--- src/rtl/alu_pkg.sv ---
// Shared ALU definitions: opcode width and encodings used by the issue queue and the ALU.
package alu_pkg;

    localparam int OP_W = 2;

    localparam logic [OP_W-1:0] OP_ADD = 2'b00;
    localparam logic [OP_W-1:0] OP_OR  = 2'b01;
    localparam logic [OP_W-1:0] OP_SUB = 2'b10;
    localparam logic [OP_W-1:0] OP_XOR = 2'b11;

endpackage

--- src/rtl/sync_fifo.sv ---
// Generic single-clock FIFO with flush, occupancy count and an asynchronously read head.
module sync_fifo #(
    parameter int WIDTH = 8,
    parameter int DEPTH = 4
) (
    input  logic                     clk,
    input  logic                     rst,
    input  logic                     flush,
    input  logic                     push,
    input  logic                     pop,
    input  logic [WIDTH-1:0]         wr_data,
    output logic [WIDTH-1:0]         rd_data,
    output logic                     full,
    output logic                     empty,
    output logic [$clog2(DEPTH):0]   count
);

    localparam int AW = $clog2(DEPTH);
    localparam int CW = AW + 1;
    localparam logic [CW-1:0] FULL_CNT = CW'(DEPTH);

    logic [WIDTH-1:0] mem_q [DEPTH];
    logic [AW-1:0]    wr_ptr_q, wr_ptr_d;
    logic [AW-1:0]    rd_ptr_q, rd_ptr_d;
    logic [CW-1:0]    count_q, count_d;
    logic             do_push, do_pop;

    assign full    = (count_q == FULL_CNT);
    assign empty   = (count_q == '0);
    assign do_push = push & ~full & ~flush;
    assign do_pop  = pop & ~empty & ~flush;

    // Pointers wrap naturally because DEPTH is a power of two.
    always_comb begin
        wr_ptr_d = wr_ptr_q;
        rd_ptr_d = rd_ptr_q;
        count_d  = count_q;
        if (flush) begin
            wr_ptr_d = '0;
            rd_ptr_d = '0;
            count_d  = '0;
        end else begin
            if (do_push) wr_ptr_d = wr_ptr_q + 1'b1;
            if (do_pop)  rd_ptr_d = rd_ptr_q + 1'b1;
            case ({do_push, do_pop})
                2'b10:   count_d = count_q + 1'b1;
                2'b01:   count_d = count_q - 1'b1;
                default: count_d = count_q;
            endcase
        end
    end

    always_ff @(posedge clk) begin
        if (rst) begin
            wr_ptr_q <= '0;
            rd_ptr_q <= '0;
            count_q  <= '0;
        end else begin
            wr_ptr_q <= wr_ptr_d;
            rd_ptr_q <= rd_ptr_d;
            count_q  <= count_d;
        end
    end

    always_ff @(posedge clk) begin
        if (do_push) mem_q[wr_ptr_q] <= wr_data;
    end

    assign rd_data = mem_q[rd_ptr_q];
    assign count   = count_q;

endmodule

--- src/rtl/alu_op_queue.sv ---
// Operation-issue queue feeding the combinational ALU; tags each accepted op with a wrapping sequence number.
module alu_op_queue
    import alu_pkg::*;
#(
    parameter int N     = 4,
    parameter int DEPTH = 4,
    parameter int SEQ_W = 8
) (
    input  logic                   clk,
    input  logic                   rst,
    input  logic                   flush,
    input  logic                   in_valid,
    output logic                   in_ready,
    input  logic [N-1:0]           in_a,
    input  logic [N-1:0]           in_b,
    input  logic [OP_W-1:0]        in_opcode,
    output logic                   out_valid,
    input  logic                   out_ready,
    output logic [N-1:0]           out_a,
    output logic [N-1:0]           out_b,
    output logic [OP_W-1:0]        out_opcode,
    output logic [SEQ_W-1:0]       out_seq,
    output logic [$clog2(DEPTH):0] count
);

    typedef struct packed {
        logic [N-1:0]     a;
        logic [N-1:0]     b;
        logic [OP_W-1:0]  opcode;
        logic [SEQ_W-1:0] seq;
    } alu_op_t;

    localparam int WIDTH = $bits(alu_op_t);

    alu_op_t          wr_entry, head;
    logic [SEQ_W-1:0] seq_q, seq_d;
    logic             fifo_full, fifo_empty;
    logic             push, pop;

    assign in_ready  = ~fifo_full;
    assign out_valid = ~fifo_empty;
    assign push      = in_valid & in_ready;
    assign pop       = out_valid & out_ready;

    assign wr_entry = '{a: in_a, b: in_b, opcode: in_opcode, seq: seq_q};

    // A push dropped by flush must not consume a tag.
    always_comb begin
        seq_d = seq_q;
        if (push && !flush) seq_d = seq_q + 1'b1;
    end

    always_ff @(posedge clk) begin
        if (rst) seq_q <= '0;
        else     seq_q <= seq_d;
    end

    sync_fifo #(
        .WIDTH (WIDTH),
        .DEPTH (DEPTH)
    ) u_fifo (
        .clk     (clk),
        .rst     (rst),
        .flush   (flush),
        .push    (push),
        .pop     (pop),
        .wr_data (wr_entry),
        .rd_data (head),
        .full    (fifo_full),
        .empty   (fifo_empty),
        .count   (count)
    );

    // Empty queue presents an add of 0+0 to the ALU.
    assign out_a      = out_valid ? head.a      : '0;
    assign out_b      = out_valid ? head.b      : '0;
    assign out_opcode = out_valid ? head.opcode : '0;
    assign out_seq    = out_valid ? head.seq    : '0;

endmodule

--- config.mk ---
export PLATFORM = sky130hd
export DESIGN_NAME = alu_op_queue
export DESIGN_NICKNAME = d
export VERILOG_FILES = /design/src/rtl/alu_pkg.sv /design/src/rtl/sync_fifo.sv /design/src/rtl/alu_op_queue.sv
export SDC_FILE = /design/constraint.sdc
export NUM_CORES = 1
export LEC_CHECK = 0
export CORE_MARGIN = 2
export CORE_UTILIZATION = 23
export DETAILED_ROUTE_END_ITERATION = 7
export GPL_ROUTABILITY_DRIVEN = 0
export PLACE_DENSITY = 0.49
export SYNTH_ARGS = -nofsm -noshare
export SYNTH_HDL_FRONTEND = slang
export SYNTH_HIERARCHICAL = 1
export SYNTH_SLANG_ARGS = --single-unit
--- constraint.sdc ---
create_clock -name clk -period 3.4 [get_ports clk]
set_input_delay 0.68 -clock clk [delete_from_list [all_inputs] [get_ports clk]]
set_output_delay 0.68 -clock clk [all_outputs]
set_load 0.1 [all_outputs]
==> results.cfg, run 1 <==
[synth]
synthesis.area_um2 = 3620
synth_top_cell_area_share = 0.597
synth.yosys.seq_area_share = 0.691
yosysWarningCount = 6
synth_edf_count = 72
async_reset_ff_frac = 0
yosysTopAreaCell = edfxtp_1
synth_flop_cell = edfxtp_1
synth_seq_cells = 89
synthTopCellsByArea = edfxtp_1 (60%), mux4_2 (11%), dfxtp_1 (9.4%), nor2b_1 (3.5%), ha_1 (2.1%)
ys_types = 36
syn_avg_cell_area_um2 = 16.8
synth_cells = 216
synth_nets = 238

[layout]
design_area_um2 = 4730
drive_above_1_share = 0.285
synthToLayoutAreaGrowth_pct = 30.8
instances_no_fill = 474
final_cell_mix = edfxtp_1 (72), nor2b_1 (20), buf_12 (19), mux4_2 (18), dfxtp_1 (16)
antenna_cells = 0
regArea_um2 = 2500
fin_util = 0.309
fillerInstances = 1527
nNetsFinal = 281
multiInputGateArea_um2 = 1030
final_common_cell = edfxtp_1

[route]
drc = 0
postRouteAntennaNets = 0
viasPerCell = 4.01
avgRoutedWirePerCell_um = 14.3
dr.pass1.iters = 4
routed_wl_mm = 6.76
drtIter0Drc = 141
num_vias = 1902

[clocking]
cts_tree = built
htree_levels = 3
post_cts_resized = 0
clockRootBuffer = clkbuf_16
clk_latency_ns = 0.33
hold_buffers = 0
cts_made_buffers = 9
path_clk_slew_ns = 0.06
cts_sinks = 89
clockBufferDepth = 2
post_cts_buffers = 0

[timing]
final_max_slew_viol_count = 0
worst_slew_pin_slew_ns = 0.563
relSlewSlack = 0.624
fmax_mhz = 327
fin_skew_ns = 0.00345
min_period_ns = 3.06
setup_viol = 0
rsz0062_at_grt = no
fin_crit_sh = 0.899
final_hold_viol_count = 0

[run_status]
outcome = finished, final reports clean

[hold_path]
hp-class = reg2reg

[placement]
place_area_um2 = 4420
io_buffers = 37
placedCellCount = 459
hpwl_mm = 4.42

[critical_path]
rrSetupSlack_ns = 0.34
start_kind = register
crit_required_ns = 3.66
path_class = reg2reg
worst-path-max-fanout = 9
end_kind = register
cp.arrival_ns = 3.31

[global_routing]
antenna_found_initial = 0
grt_start_max_net_pins = 19
grtUsageTotal = 0.0879
grt_pass1_vias = 1936
grt-ovfl-total = 0
grt_first_pass_wirelength_mm = 10.9

[floorplanning]
boundaryPins = 38
die_w_um = 129
fp.coreArea_um2 = 15300
start_util = 0.236
rows = 45
dieArea_um2 = 16800
die_y_um = 129

[pwr]
combinationalPowerShare = 0.060
seqPwrFrac = 0.507
ir_worst_vdd_uv = 224
power.leakage_uw = 0.00153
power.switching_uw = 473
internal_power_uw = 1880
power_density_nw_per_um2 = 498
switching_share = 0.201
p_clk_frac = 0.433

[job]
cap_violations = 0
## final cells by class
cell class | count | share of cell area
sequential | 89 | 0.529
clock buffer | 10 | 0.0484
clock inverter | 5 | 0.0172
tap | 211 | 0.0558
inverter | 10 | 0.00793
multi-input combinational | 107 | 0.218
timing repair buffer | 42 | 0.124
## power groups by stage
stage                     Sequential (uW)  Combinational [uW]  Clock, uW
after CTS                            1190                 144       1050
after global routing                 1190                 151       1100
after floorplan                      1220                81.1          0
final                                1190                 141       1020
after global placement               1220                 143          0
after detailed placement             1220                 144          0
## kinds of logic after synthesis
logic type | count (synthesis) | synth area share
compound gates | 20 | 0.0321
flops | 89 | 0.691
buf+inv | 20 | 0.0256
fa+ha+maj | 7 | 0.0263
xor+xnor | 3 | 0.00726
simple gates | 56 | 0.0974
mux | 21 | 0.120
## synth_stat cells, types with 2 or more instances
cell	count
ha_1	6
nand4_1	2
inv_1	10
or3b_1	2
nand3_1	3
nor2_1	6
clkbuf_1	4
nor2b_1	20
o31ai_1	2
a21oi_1	10
o21ai_0	6
and3_2	4
or3_2	4
mux2i_1	3
edfxtp_1	72
xor2_1	3
nand2_1	3
buf_4	2
or4_1	2
or3_1	3
mux4_2	18
dfxtp_1	17
## critical path: stages, from the launching register on
cell and delay (ns):
dfxtp_1 0.35, or3b_1 0.51, inv_1 0.16, and2b_2 0.22, nor2b_1 0.20, and2_4 0.20, inv_1 0.05, ha_1 0.17
inv_1 0.06, fa_1 0.37, xor2_1 0.15, or3_2 0.41, a21oi_1 0.14
## state kept, by name, indices dropped and copies added, names as in the netlist, named ones only
| name | count |
|---|---|
| u_fifo/count | 3 |
| u_fifo/rd_ptr_q | 2 |
| u_fifo/wr_ptr_q | 2 |
| seq_q | 8 |
| u_fifo/mem_q | 72 |
## layer usage
metal / track usage / share of wire / vias up
li1: - / - / 912
met1: 0.119 / 0.47 / 946
met5: 0 / 0 / -
met2: 0.135 / 0.48 / 35
met4: 0.0361 / 0.015 / 0
met3: 0.0215 / 0.037 / 9
## stage by stage
stage	setup WS (ns)	TNS [ns]	hold slack [ns]	total power, uW
5_1_grt	0.161	0	0.526	2440
4_1_cts	0.351	0	0.506	2380
3_5_place_dp	0.251	0	0.495	1360
6_report	0.344	0	0.500	2360
2_1_floorplan	-0.0863	-1.55	0.459	1300
3_3_place_gp	0.316	0	0.480	1360
## path summary, 6_finish.rpt
| kind | startpoint | endpoint | depth (start not counted) |
|---|---|---|---|
| setup / recovery | u_fifo/count[1] | u_fifo/count[2] | 12 |
| hold / removal | u_fifo/count[2] | u_fifo/count[2] | 2 |
| setup reg to reg | u_fifo/count[1] | u_fifo/count[2] | 12 |
| hold reg to reg | u_fifo/count[2] | u_fifo/count[2] | 2 |
(Power assumes the default switching activity.)
==> run 2, diff against run 1 <==
Settings changed: DONT_BUFFER_PORTS set to 1, PLACE_DENSITY 0.49 to 0.46.
==> results.cfg, run 2 (same netlist as run 1, synthesis figures left out) <==
[run_status]
outcome = finished, final reports clean

[floorplanning]
die_w_um = 129
boundaryPins = 38
rows = 45
start_util = 0.236
dieArea_um2 = 16800
fp.coreArea_um2 = 15300
die_y_um = 129

[timing]
tns_ns = 0
fin_crit_sh = 0.883
final_max_slew_viol_count = 0
worst_slew_pin_slew_ns = 0.558
min_period_ns = 3.00
final_hold_viol_count = 0
rsz0062_at_grt = no
whs_ns = 0.413
relSlewSlack = 0.628
fin_skew_ns = 0.00760
setup_viol = 0
fmax_mhz = 333
fin_ws_ns = 0.397

[critical_path]
critPathMaxStageDelay_ns = 0.49
rrSetupSlack_ns = 0.40
cp.arrival_ns = 3.26
crit_top_cell = inv_1
rr_worst_depth = 13
worst-path-max-fanout = 9
r2r_start = u_fifo/count[1]
start_kind = register
cp_cell_sequence = or3b_1 > inv_1 > and2b_2 > nor2b_1 > buf_4 > and2_4 > inv_1 > ha_1 > inv_1 > fa_1 > xor2_1 > or3_2 > a21oi_1
crit_required_ns = 3.66
crit_family = simple AND/OR/NAND/NOR gates
cp_slowest_cell = or3b_1
r2r_end = u_fifo/count[2]
end_kind = register
crit_buf_inv = 4
path_class = reg2reg

[route]
routed_wl_mm = 6.65
avgRoutedWirePerCell_um = 14.5
drtIter0Drc = 107
dr.pass1.iters = 4
viasPerCell = 3.99
num_vias = 1836
postRouteAntennaNets = 0
drc = 0

[hold_path]
holdCritStartpoint = rst
worstHoldEndpoint = seq_q[6]
hp-class = in2reg
whs_path_depth = 1

[global_routing]
grtUsageTotal = 0.0877
grt_start_max_net_pins = 22
grt-ovfl-total = 0
grt_first_pass_wirelength_mm = 10.6
antenna_found_initial = 0
grt_pass1_vias = 1989

[clocking]
cts_sinks = 89
htree_levels = 3
cts_tree = built
clockRootBuffer = clkbuf_16
hold_buffers = 0
clockBufferDepth = 2
clk_latency_ns = 0.33
post_cts_resized = 0
post_cts_buffers = 0
path_clk_slew_ns = 0.06
cts_made_buffers = 9

[placement]
detailedPlace.worstSlack_ns = 0.395
hpwl_mm = 4.24
place_area_um2 = 4090
io_buffers = 0

[layout]
final_common_cell = edfxtp_1
nNetsFinal = 267
final_cell_mix = edfxtp_1 (72), buf_4 (28), nor2b_2 (18), mux4_2 (18), dfxtp_1 (16)
drive_above_1_share = 0.361
fillerInstances = 1573
antenna_cells = 0
largest_reg_flops = 72
synthToLayoutAreaGrowth_pct = 20.0
design_area_um2 = 4340
regMostFlops = u_fifo/mem_q

[pwr]
ir_worst_vdd_uv = 271
power_density_nw_per_um2 = 493
finalPower_uw = 2140
power.leakage_uw = 0.00141

[job]
cap_violations = 0
[run 2: cell count changes in the layout (fill, tap and decap cells not counted)]
cell,change
nor2b_2,+18
clkdlybuf4s50_1,-14
buf_4,+19
buf_12,-19
clkinv_1,+3
nor2b_1,-18
bufinv_16,-2
clkinv_4,-1
[run 2: how the worst max path moves through the flow]
stage | start | to | slack, ns | depth (start not counted)
after global routing | u_fifo/count[1] | u_fifo/count[2] | 0.17 | 13
after floorplan | u_fifo/count[1] | out_a[0] | -0.09 | 3
after global placement | u_fifo/count[1] | u_fifo/count[2] | 0.45 | 13
after CTS | u_fifo/count[1] | u_fifo/count[2] | 0.36 | 13
after detailed placement | u_fifo/count[1] | u_fifo/count[2] | 0.39 | 13
final | u_fifo/count[1] | u_fifo/count[2] | 0.40 | 13
[run 2: layout make-up]
cell class	instances	area [um^2]	share of cell area
repair buffers	28	210	0.0484
flip-flops and latches	89	2500	0.576
clock buffers	10	229	0.0527
multi-input cells	107	1080	0.248
inverters	10	37.5	0.00864
clock inverters	5	23.8	0.00547
well taps	211	264	0.0608
[run 2: layer usage]
metal  track usage  vias up  routed length [um]
met4        0.0436        0                 106
li1              -      883                   -
met2         0.150       28                3510
met1        0.0921      918                2640
met5             0        -                   0
met3        0.0388        7                 387
[run 2: stage by stage]
| step | std cells | utilization |
|---|---|---|
| global placement | 445 | 0.267 |
| CTS | 460 | 0.284 |
| global route | 460 | 0.284 |
| detailed placement | 445 | 0.267 |
| floorplan | 216 | - |
| finish | 460 | 0.284 |
[run 2: where the power goes]
part           switching [uW]  internal (uW)
logic                    74.8           31.4
registers                5.94           1190
clock network             358            481
total                     439           1700
